`src/rtl/reg_file_access_arbiter.sv`:
```
// Register-file access arbiter: bus/fab round-robin; 4-stage IDLE/DECODE/EXEC/RESP walk per access.
// Response is available 3 cycles after the handshake; rsp stays held until rsp_ready and blocks new grants.
package reg_file_pkg;
   localparam int REG_FILE_NUM_REGISTERS  = 8;
   localparam int REG_FILE_AXI_ADDR_WIDTH = 8;

   typedef struct packed {
      logic [REG_FILE_AXI_ADDR_WIDTH-1:0] addr;
      logic                               memory_mapped;
      logic                               trigger_on_write;
      logic                               clear_on_read;
   } reg_map_entry_t;

   // Entries 6 and 7 share an address on purpose; the higher id owns it.
   localparam reg_map_entry_t AXI_LITE_REG_MAP_TABLE [REG_FILE_NUM_REGISTERS] = '{
      '{8'h00, 1'b1, 1'b0, 1'b0},
      '{8'h04, 1'b1, 1'b0, 1'b1},
      '{8'h08, 1'b1, 1'b1, 1'b0},
      '{8'h0C, 1'b0, 1'b0, 1'b0},
      '{8'h10, 1'b0, 1'b1, 1'b0},
      '{8'h14, 1'b1, 1'b0, 1'b0},
      '{8'h18, 1'b1, 1'b0, 1'b0},
      '{8'h18, 1'b0, 1'b0, 1'b0}
   };
endpackage

module reg_file_access_arbiter
   import reg_file_pkg::*;
#(
   parameter int NUM_REGS   = REG_FILE_NUM_REGISTERS,
   parameter int ADDR_WIDTH = REG_FILE_AXI_ADDR_WIDTH,
   parameter int DATA_WIDTH = 32
) (
   input  logic                           clk,
   input  logic                           rst_n,
   reg_file_access_arbiter_if.slave       bus,
   reg_file_access_arbiter_if.slave       fab,
   output logic [NUM_REGS*DATA_WIDTH-1:0] reg_q,
   output logic [NUM_REGS-1:0]            reg_trig,
   input  logic [NUM_REGS*DATA_WIDTH-1:0] ext_rdata,
   output logic [NUM_REGS-1:0]            ext_we,
   output logic [DATA_WIDTH-1:0]          ext_wdata
);
   localparam int ID_W = (NUM_REGS > 1) ? $clog2(NUM_REGS) : 1;

   typedef enum logic [1:0] {IDLE, DECODE, EXEC, RESP} state_e;
   state_e state_q, state_d;

   logic                                 last_fab_q, src_fab_q, we_q;
   logic [ADDR_WIDTH-1:0]                addr_q;
   logic [DATA_WIDTH-1:0]                wdata_q, rdata_q;
   logic                                 hit_q, mm_q, trigf_q, cor_q, err_q;
   logic [ID_W-1:0]                      id_q;
   logic [NUM_REGS-1:0][DATA_WIDTH-1:0]  mem_q;
   logic [NUM_REGS-1:0][DATA_WIDTH-1:0]  ext_arr;
   logic [NUM_REGS-1:0]                  trig_q;

   logic                                 hit_d, mm_d, trigf_d, cor_d;
   logic [ID_W-1:0]                      id_d;
   logic                                 grant_fab, accept, rsp_ready_sel;

   assign reg_q    = mem_q;
   assign reg_trig = trig_q;
   assign ext_arr  = ext_rdata;

   // On a tie, grant the port that did not win last time.
   always_comb begin
      grant_fab = fab.req_valid;
      if (bus.req_valid && fab.req_valid) begin
         grant_fab = ~last_fab_q;
      end
   end

   assign accept        = (state_q == IDLE) && (bus.req_valid || fab.req_valid);
   assign rsp_ready_sel = src_fab_q ? fab.rsp_ready : bus.rsp_ready;

   // Ascending scan: a later (higher id) match overrides earlier ones.
   always_comb begin
      hit_d   = 1'b0;
      id_d    = '0;
      mm_d    = 1'b0;
      trigf_d = 1'b0;
      cor_d   = 1'b0;
      for (int i = 0; i < NUM_REGS; i++) begin
         if (AXI_LITE_REG_MAP_TABLE[i].addr == addr_q) begin
            hit_d   = 1'b1;
            id_d    = ID_W'(i);
            mm_d    = AXI_LITE_REG_MAP_TABLE[i].memory_mapped;
            trigf_d = AXI_LITE_REG_MAP_TABLE[i].trigger_on_write;
            cor_d   = AXI_LITE_REG_MAP_TABLE[i].clear_on_read;
         end
      end
   end

   always_ff @(posedge clk or negedge rst_n) begin
      if (!rst_n) begin
         state_q <= IDLE;
      end else begin
         state_q <= state_d;
      end
   end

   always_comb begin
      state_d = state_q;
      case (state_q)
         IDLE:    if (accept) state_d = DECODE;
         DECODE:  state_d = EXEC;
         EXEC:    state_d = RESP;
         RESP:    if (rsp_ready_sel) state_d = IDLE;
         default: state_d = IDLE;
      endcase
   end

   always_comb begin
      bus.req_ready = 1'b0;
      fab.req_ready = 1'b0;
      bus.rsp_valid = 1'b0;
      fab.rsp_valid = 1'b0;
      bus.rsp_rdata = '0;
      fab.rsp_rdata = '0;
      bus.rsp_err   = 1'b0;
      fab.rsp_err   = 1'b0;
      ext_we        = '0;
      ext_wdata     = '0;
      case (state_q)
         IDLE: begin
            bus.req_ready = bus.req_valid && !grant_fab;
            fab.req_ready = fab.req_valid && grant_fab;
         end
         EXEC: begin
            if (hit_q && we_q && !mm_q) begin
               ext_we[id_q] = 1'b1;
               ext_wdata    = wdata_q;
            end
         end
         RESP: begin
            if (src_fab_q) begin
               fab.rsp_valid = 1'b1;
               fab.rsp_rdata = rdata_q;
               fab.rsp_err   = err_q;
            end else begin
               bus.rsp_valid = 1'b1;
               bus.rsp_rdata = rdata_q;
               bus.rsp_err   = err_q;
            end
         end
         default: ;
      endcase
   end

   always_ff @(posedge clk or negedge rst_n) begin
      if (!rst_n) begin
         last_fab_q <= 1'b1;
         src_fab_q  <= 1'b0;
         we_q       <= 1'b0;
         addr_q     <= '0;
         wdata_q    <= '0;
         hit_q      <= 1'b0;
         id_q       <= '0;
         mm_q       <= 1'b0;
         trigf_q    <= 1'b0;
         cor_q      <= 1'b0;
         err_q      <= 1'b0;
         rdata_q    <= '0;
         mem_q      <= '0;
         trig_q     <= '0;
      end else begin
         trig_q <= '0;
         case (state_q)
            IDLE: begin
               if (accept) begin
                  last_fab_q <= grant_fab;
                  src_fab_q  <= grant_fab;
                  we_q       <= grant_fab ? fab.req_we    : bus.req_we;
                  addr_q     <= grant_fab ? fab.req_addr  : bus.req_addr;
                  wdata_q    <= grant_fab ? fab.req_wdata : bus.req_wdata;
               end
            end
            DECODE: begin
               hit_q   <= hit_d;
               id_q    <= id_d;
               mm_q    <= mm_d;
               trigf_q <= trigf_d;
               cor_q   <= cor_d;
               err_q   <= !hit_d;
            end
            EXEC: begin
               rdata_q <= '0;
               if (hit_q) begin
                  if (we_q) begin
                     if (mm_q) mem_q[id_q] <= wdata_q;
                     if (trigf_q && !src_fab_q) trig_q[id_q] <= 1'b1;
                  end else begin
                     rdata_q <= mm_q ? mem_q[id_q] : ext_arr[id_q];
                     // Only the bus side has read-to-clear semantics; rdata keeps the old value.
                     if (mm_q && cor_q && !src_fab_q) mem_q[id_q] <= '0;
                  end
               end
            end
            default: ;
         endcase
      end
   end
endmodule
```
`src/rtl/reg_file_access_arbiter_if.sv`:
```
// Request/response channel between one requester and the register-file arbiter.
interface reg_file_access_arbiter_if #(
   parameter int ADDR_WIDTH = 8,
   parameter int DATA_WIDTH = 32
);
   logic                  req_valid;
   logic                  req_ready;
   logic                  req_we;
   logic [ADDR_WIDTH-1:0] req_addr;
   logic [DATA_WIDTH-1:0] req_wdata;
   logic                  rsp_valid;
   logic                  rsp_ready;
   logic [DATA_WIDTH-1:0] rsp_rdata;
   logic                  rsp_err;

   modport master (
      output req_valid, req_we, req_addr, req_wdata, rsp_ready,
      input  req_ready, rsp_valid, rsp_rdata, rsp_err
   );

   modport slave (
      input  req_valid, req_we, req_addr, req_wdata, rsp_ready,
      output req_ready, rsp_valid, rsp_rdata, rsp_err
   );
endinterface

```
`src/flat_wrapper.sv`:
```
// flat-port wrapper written by rule: the top's interface ports become plain ports
module reg_file_access_arbiter_flat import reg_file_pkg::*;
#(
   parameter int NUM_REGS   = REG_FILE_NUM_REGISTERS,
   parameter int ADDR_WIDTH = REG_FILE_AXI_ADDR_WIDTH,
   parameter int DATA_WIDTH = 32
)
  (clk, rst_n, reg_q, reg_trig, ext_rdata, ext_we, ext_wdata, bus_req_valid, bus_req_we, bus_req_addr, bus_req_wdata, bus_rsp_ready, bus_req_ready, bus_rsp_valid, bus_rsp_rdata, bus_rsp_err, fab_req_valid, fab_req_we, fab_req_addr, fab_req_wdata, fab_rsp_ready, fab_req_ready, fab_rsp_valid, fab_rsp_rdata, fab_rsp_err);
  reg_file_access_arbiter_if #(.ADDR_WIDTH(ADDR_WIDTH), .DATA_WIDTH(DATA_WIDTH)) bus_i ();
  reg_file_access_arbiter_if #(.ADDR_WIDTH(ADDR_WIDTH), .DATA_WIDTH(DATA_WIDTH)) fab_i ();
  input  logic clk;
  input  logic rst_n;
  output logic [NUM_REGS*DATA_WIDTH-1:0] reg_q;
  output logic [NUM_REGS-1:0] reg_trig;
  input  logic [NUM_REGS*DATA_WIDTH-1:0] ext_rdata;
  output logic [NUM_REGS-1:0] ext_we;
  output logic [DATA_WIDTH-1:0] ext_wdata;
  input wire logic [$bits(bus_i.req_valid)-1:0] bus_req_valid;
  input wire logic [$bits(bus_i.req_we)-1:0] bus_req_we;
  input wire logic [$bits(bus_i.req_addr)-1:0] bus_req_addr;
  input wire logic [$bits(bus_i.req_wdata)-1:0] bus_req_wdata;
  input wire logic [$bits(bus_i.rsp_ready)-1:0] bus_rsp_ready;
  output wire logic [$bits(bus_i.req_ready)-1:0] bus_req_ready;
  output wire logic [$bits(bus_i.rsp_valid)-1:0] bus_rsp_valid;
  output wire logic [$bits(bus_i.rsp_rdata)-1:0] bus_rsp_rdata;
  output wire logic [$bits(bus_i.rsp_err)-1:0] bus_rsp_err;
  input wire logic [$bits(fab_i.req_valid)-1:0] fab_req_valid;
  input wire logic [$bits(fab_i.req_we)-1:0] fab_req_we;
  input wire logic [$bits(fab_i.req_addr)-1:0] fab_req_addr;
  input wire logic [$bits(fab_i.req_wdata)-1:0] fab_req_wdata;
  input wire logic [$bits(fab_i.rsp_ready)-1:0] fab_rsp_ready;
  output wire logic [$bits(fab_i.req_ready)-1:0] fab_req_ready;
  output wire logic [$bits(fab_i.rsp_valid)-1:0] fab_rsp_valid;
  output wire logic [$bits(fab_i.rsp_rdata)-1:0] fab_rsp_rdata;
  output wire logic [$bits(fab_i.rsp_err)-1:0] fab_rsp_err;
  assign bus_i.req_valid = bus_req_valid;
  assign bus_i.req_we = bus_req_we;
  assign bus_i.req_addr = bus_req_addr;
  assign bus_i.req_wdata = bus_req_wdata;
  assign bus_i.rsp_ready = bus_rsp_ready;
  assign bus_req_ready = bus_i.req_ready;
  assign bus_rsp_valid = bus_i.rsp_valid;
  assign bus_rsp_rdata = bus_i.rsp_rdata;
  assign bus_rsp_err = bus_i.rsp_err;
  assign fab_i.req_valid = fab_req_valid;
  assign fab_i.req_we = fab_req_we;
  assign fab_i.req_addr = fab_req_addr;
  assign fab_i.req_wdata = fab_req_wdata;
  assign fab_i.rsp_ready = fab_rsp_ready;
  assign fab_req_ready = fab_i.req_ready;
  assign fab_rsp_valid = fab_i.rsp_valid;
  assign fab_rsp_rdata = fab_i.rsp_rdata;
  assign fab_rsp_err = fab_i.rsp_err;
  reg_file_access_arbiter #(.NUM_REGS(NUM_REGS), .ADDR_WIDTH(ADDR_WIDTH), .DATA_WIDTH(DATA_WIDTH)) u_core (.clk(clk), .rst_n(rst_n), .bus(bus_i), .fab(fab_i), .reg_q(reg_q), .reg_trig(reg_trig), .ext_rdata(ext_rdata), .ext_we(ext_we), .ext_wdata(ext_wdata));
endmodule
```
`config.mk`:
```
export PLATFORM = sky130hd
export DESIGN_NAME = reg_file_access_arbiter_flat
export DESIGN_NICKNAME = d
export VERILOG_FILES = /design/src/rtl/reg_file_access_arbiter.sv /design/src/rtl/reg_file_access_arbiter_if.sv /design/src/flat_wrapper.sv
export SDC_FILE = /design/constraint.sdc
export NUM_CORES = 1
export LEC_CHECK = 0
export BUFFER_PORTS_ARGS = -buffer_cell sky130_fd_sc_hd__buf_2
export CAP_MARGIN = 20
export CORE_AREA = 2 2 280 282
export CTS_CLUSTER_DIAMETER = 40
export DETAILED_ROUTE_END_ITERATION = 8
export DIE_AREA = 0 0 282 284
export PLACE_DENSITY = 0.52
export REMOVE_ABC_BUFFERS = 1
export SLEW_MARGIN = 0
export SYNTH_ARGS = -nofsm -noshare
export SYNTH_HDL_FRONTEND = slang
export SYNTH_SLANG_ARGS = --single-unit
```
`constraint.sdc`:
```
create_clock -name clk -period 2.8 [get_ports clk]
set_input_delay 0.42 -clock clk [delete_from_list [all_inputs] [get_ports clk]]
set_output_delay 0.42 -clock clk [all_outputs]
set_load 0.01 [all_outputs]
```
==> flow_results.xml <==
<?xml version="1.0" encoding="UTF-8"?>
<metrics>
  <group name="synthesis">
    <metric name="synth_cell_area" unit="mm²">0.0188</metric>
    <metric name="synth_area_leaders" unit="">dfrtp_1 (46%), nand2_1 (7.8%), o21ai_0 (7.2%), mux2i_1 (5.5%), mux2_2 (3.6%)</metric>
    <metric name="synth.cells.most_frequent" unit="">nand2_1 (389), dfrtp_1 (348), o21ai_0 (270), mux2i_1 (103), clkbuf_1 (96)</metric>
    <metric name="syn_avg_cell_area" unit="µm²">9.70</metric>
    <metric name="synth-async-reset-ratio" unit="">1.00</metric>
    <metric name="postSynthCellCount" unit="">1940</metric>
    <metric name="synth_top_flop_cell" unit="">dfrtp_1</metric>
    <metric name="yosys.cell_types.count" unit="">74</metric>
    <metric name="yosys_warnings" unit="">0</metric>
    <metric name="leading_cell_type_by_number_of_instances_after_synthesis" unit="">nand2_1</metric>
    <metric name="synth.yosys.seq_area_share" unit="">0.464</metric>
    <metric name="cell_taking_the_most_area_after_synthesis" unit="">dfrtp_1</metric>
    <metric name="synth-edff-count" unit="">0</metric>
    <metric name="synth_top_area_share" unit="">0.463</metric>
    <metric name="synth-seq-cells" unit="">349</metric>
  </group>
  <group name="drt">
    <metric name="detail_route.wirelength" unit="µm">101000</metric>
    <metric name="dr.first_iter.drc_count" unit="">1383</metric>
    <metric name="drt.antenna.violating_nets" unit="">0</metric>
    <metric name="vias" unit="">18849</metric>
    <metric name="remaining_drc_errors" unit="">0</metric>
    <metric name="drt_first_pass_iters" unit="">5</metric>
    <metric name="wl_per_cell" unit="µm">26.7</metric>
    <metric name="post_drt_via_cell_ratio" unit="">4.99</metric>
  </group>
  <group name="global_routing">
    <metric name="grt_pass1_vias" unit="">18943</metric>
    <metric name="grt_antenna_before_repair" unit="">13</metric>
    <metric name="grt_first_pass_wirelength" unit="µm">141000</metric>
    <metric name="global_route.usage.total" unit="">0.245</metric>
    <metric name="maximum_number_of_pins_on_one_net_before_global_route_repair" unit="">68</metric>
    <metric name="globalRouteOverflowTotal" unit="">0</metric>
  </group>
  <group name="timing">
    <metric name="post-route-min-period" unit="ps">2700</metric>
    <metric name="max_slew.worst_pin.slew" unit="ps">875</metric>
    <metric name="tcrit_tclk_final" unit="">0.965</metric>
    <metric name="report.final.hold_viol_count" unit="">0</metric>
    <metric name="slew_headroom" unit="">0.417</metric>
    <metric name="slew_viol_final" unit="">0</metric>
    <metric name="final.setup_skew" unit="ps">26.7</metric>
    <metric name="fin_setup_tns" unit="ps">0</metric>
    <metric name="unrepaired_setup_endpoints_after_global_routing" unit="">yes</metric>
    <metric name="setup_ws" unit="ps">97.1</metric>
    <metric name="fmaxAchievable" unit="MHz">370</metric>
    <metric name="holdWs" unit="ps">107</metric>
    <metric name="final-setup-viol-count" unit="">0</metric>
  </group>
  <group name="pwr">
    <metric name="total_power" unit="µW">23300</metric>
    <metric name="power.density" unit="mW/mm²">867</metric>
    <metric name="total_leakage_power" unit="µW">0.0131</metric>
    <metric name="vdd.ir_drop.worst" unit="mV">0.403</metric>
  </group>
  <group name="clocking">
    <metric name="insertion_delay" unit="ps">610</metric>
    <metric name="root_buffer" unit="">clkbuf_16</metric>
    <metric name="numCtsBuffers" unit="">76</metric>
    <metric name="ctsLongestPathBuffers" unit="">3</metric>
    <metric name="clock-sinks" unit="">349</metric>
    <metric name="clkTransAtPathRegs" unit="ps">50</metric>
    <metric name="clock_tree.htree_level_count" unit="">3</metric>
    <metric name="clock_tree_from_tritoncts" unit="">done</metric>
  </group>
  <group name="floorplan">
    <metric name="floorplan.rows" unit="">102</metric>
    <metric name="fp.dieH" unit="µm">284</metric>
    <metric name="die_area" unit="mm²">0.0801</metric>
    <metric name="die_w" unit="µm">282</metric>
    <metric name="floorplan.io_pins" unit="">718</metric>
    <metric name="core_region_area" unit="mm²">0.0770</metric>
    <metric name="start_util" unit="">0.245</metric>
  </group>
  <group name="worst_setup_path">
    <metric name="crit_path_top_delay_cell" unit="">dfrtp_1</metric>
    <metric name="maximum_fanout_along_the_worst_path" unit="">15</metric>
    <metric name="reg2reg_slack" unit="ps">310</metric>
    <metric name="crit_family" unit="">simple AND/OR/NAND/NOR gates</metric>
    <metric name="cp_data_required_time" unit="ps">2380</metric>
    <metric name="worst_path_arrival" unit="ps">2280</metric>
    <metric name="critical_path.startpoint_type" unit="">flip-flop</metric>
    <metric name="critical_path_class" unit="">reg2out</metric>
    <metric name="critical-path-max-stage-delay" unit="ps">420</metric>
    <metric name="category_of_the_worst_setup_path_capture_point" unit="">output pin</metric>
    <metric name="worst-path-buf-inv" unit="">3</metric>
    <metric name="crit_path_cell_trace" unit="">inv_1, ha_2, nand3_1, nor2_4, buf_6, and2_1, buf_2</metric>
  </group>
  <group name="flow_run">
    <metric name="max-cap-violations" unit="">0</metric>
  </group>
  <group name="min_path">
    <metric name="hold_path_class" unit="">in2reg</metric>
  </group>
  <group name="finish">
    <metric name="flow.area_growth_from_synthesis" unit="%">42.9</metric>
    <metric name="fillCellCount" unit="">8073</metric>
    <metric name="layout.nets" unit="">3017</metric>
    <metric name="layout-drive-gt1-share" unit="">0.412</metric>
  </group>
  <group name="status">
    <metric name="run_status" unit="">complete, no violations</metric>
  </group>
  <group name="placement">
    <metric name="dp_hpwl" unit="µm">73100</metric>
    <metric name="io_buffers" unit="">717</metric>
    <metric name="dpl_worst_slack" unit="ps">-18.5</metric>
    <metric name="final_weighted_congestion_in_routability_driven_placement" unit="">0.851</metric>
  </group>
</metrics>
-- worst register-to-register path, stage by stage, from the launching register on --
cell      delay [ps]
dfrtp_4          670
buf_12           280
buf_4            210
nor2_1            70
buf_4            180
a22o_1           320
a221oi_1         490
a211oi_1         110
-- cells in the final DEF, fill, tap and decap left out, types with 10 or more instances in the layout --
cell type  netlist  final
o21ai_2         31     31
mux2_2          60     60
mux4_2          16     16
mux2i_1        103    103
and3_1          39     39
a211oi_1        21     20
and2_1          72     72
nand2b_1        17     16
dfrtp_1        348    342
o2bb2ai_1       20     20
a21oi_1         23     23
buf_2           36    716
o211ai_1        12     12
clkbuf_16        0     80
clkinv_2         0     11
buf_4           20     77
a221oi_1        40     40
buf_12           1     25
a22o_1          10     10
a221o_1         17     17
o21ai_1         20     20
nand2_1        389    389
clkinv_4         0     10
bufinv_16        0     11
nor2_1          35     34
clkbuf_8         0     11
o21ai_0        270    269
a22oi_1         54     54
-- final cells by class --
class	count	area (µm²)	area share
multi-input cells	1407	9280	0.345
flip-flops and latches	349	8750	0.325
repair buffers	824	4740	0.176
clock buffers	96	2170	0.0808
well taps	1040	1300	0.0484
clock inverters	43	587	0.0218
inverters	11	42.5	0.00158
diodes	9	22.5	0.000837
-- what timing repair did --
item,in CTS,in global routing
endpoints found under the setup margin,43,26
hold buffers,1,0
pin swaps,1,0
buffers inserted,2,0
resized for setup,7,1
endpoints found under the hold margin,51,0
-- flip-flops by register name, summed over array words and instances, names as in the netlist --
| name | flops |
|---|---|
| u_core.addr_q | 8 |
| u_core.cor_q | 1 |
| u_core.err_q | 1 |
| u_core.hit_q | 1 |
| u_core.id_q | 3 |
| u_core.last_fab_q | 1 |
| u_core.mm_q | 1 |
| u_core.rdata_q | 32 |
| u_core.reg_q | 256 |
| u_core.reg_trig | 8 |
| u_core.src_fab_q | 1 |
| u_core.state_q | 2 |
| u_core.trigf_q | 1 |
| u_core.wdata_q | 32 |
| u_core.we_q | 1 |
-- worst paths after layout --
check | cells after the start | end | startpoint
setup / recovery | 7 | ext_wdata[29] | u_core.state_q[0]
hold / removal | 3 | u_core.wdata_q[10] | bus_req_wdata[10]
setup reg to reg | 7 | u_core.rdata_q[26] | u_core.id_q[1]
hold reg to reg | 2 | u_core.addr_q[7] | u_core.addr_q[7]
max in group asynchronous | 3 | u_core.rdata_q[11] | rst_n
min in group asynchronous | 2 | u_core.reg_trig[5] | rst_n
-- where the power goes --
part / total, µW / switching [µW] / internal, µW
Combinational: 7490 / 4970 / 2520
Sequential: 6200 / 664 / 5540
Clock: 9620 / 3100 / 6510
Total: 23300 / 8740 / 14600
-- per-stage QoR --
stage          cell area [µm²]  utilization  instances
2_1_floorplan            17900            -       1767
3_3_place_gp             24000        0.312       3628
3_5_place_dp             24000        0.312       3628
4_1_cts                  26900        0.349       3770
5_1_grt                  26900        0.349       3773
6_report                 26900        0.349       3779
-- cell families (layout without fill, tap and decap cells) --
group,Yosys count,after routing,share of synthesized area
AND/OR/NAND/NOR,629,629,0.158
XOR/XNOR,2,2,0.000931
buffers and inverters,184,974,0.0500
adder cells (fa/ha/maj),4,4,0.00266
multiplexers,180,180,0.111
other,0,9,0
flip-flops,349,349,0.464
AO/OA/AOI/OAI,592,592,0.213
-- metal layers --
metal	routed length, µm	global-route usage	part of all wire
met5	54	0	0.00054
met4	3270	0.0888	0.032
met3	6580	0.0488	0.065
met2	48700	0.413	0.48
met1	42200	0.309	0.42
No activity file was read; power rests on OpenSTA's default activity.
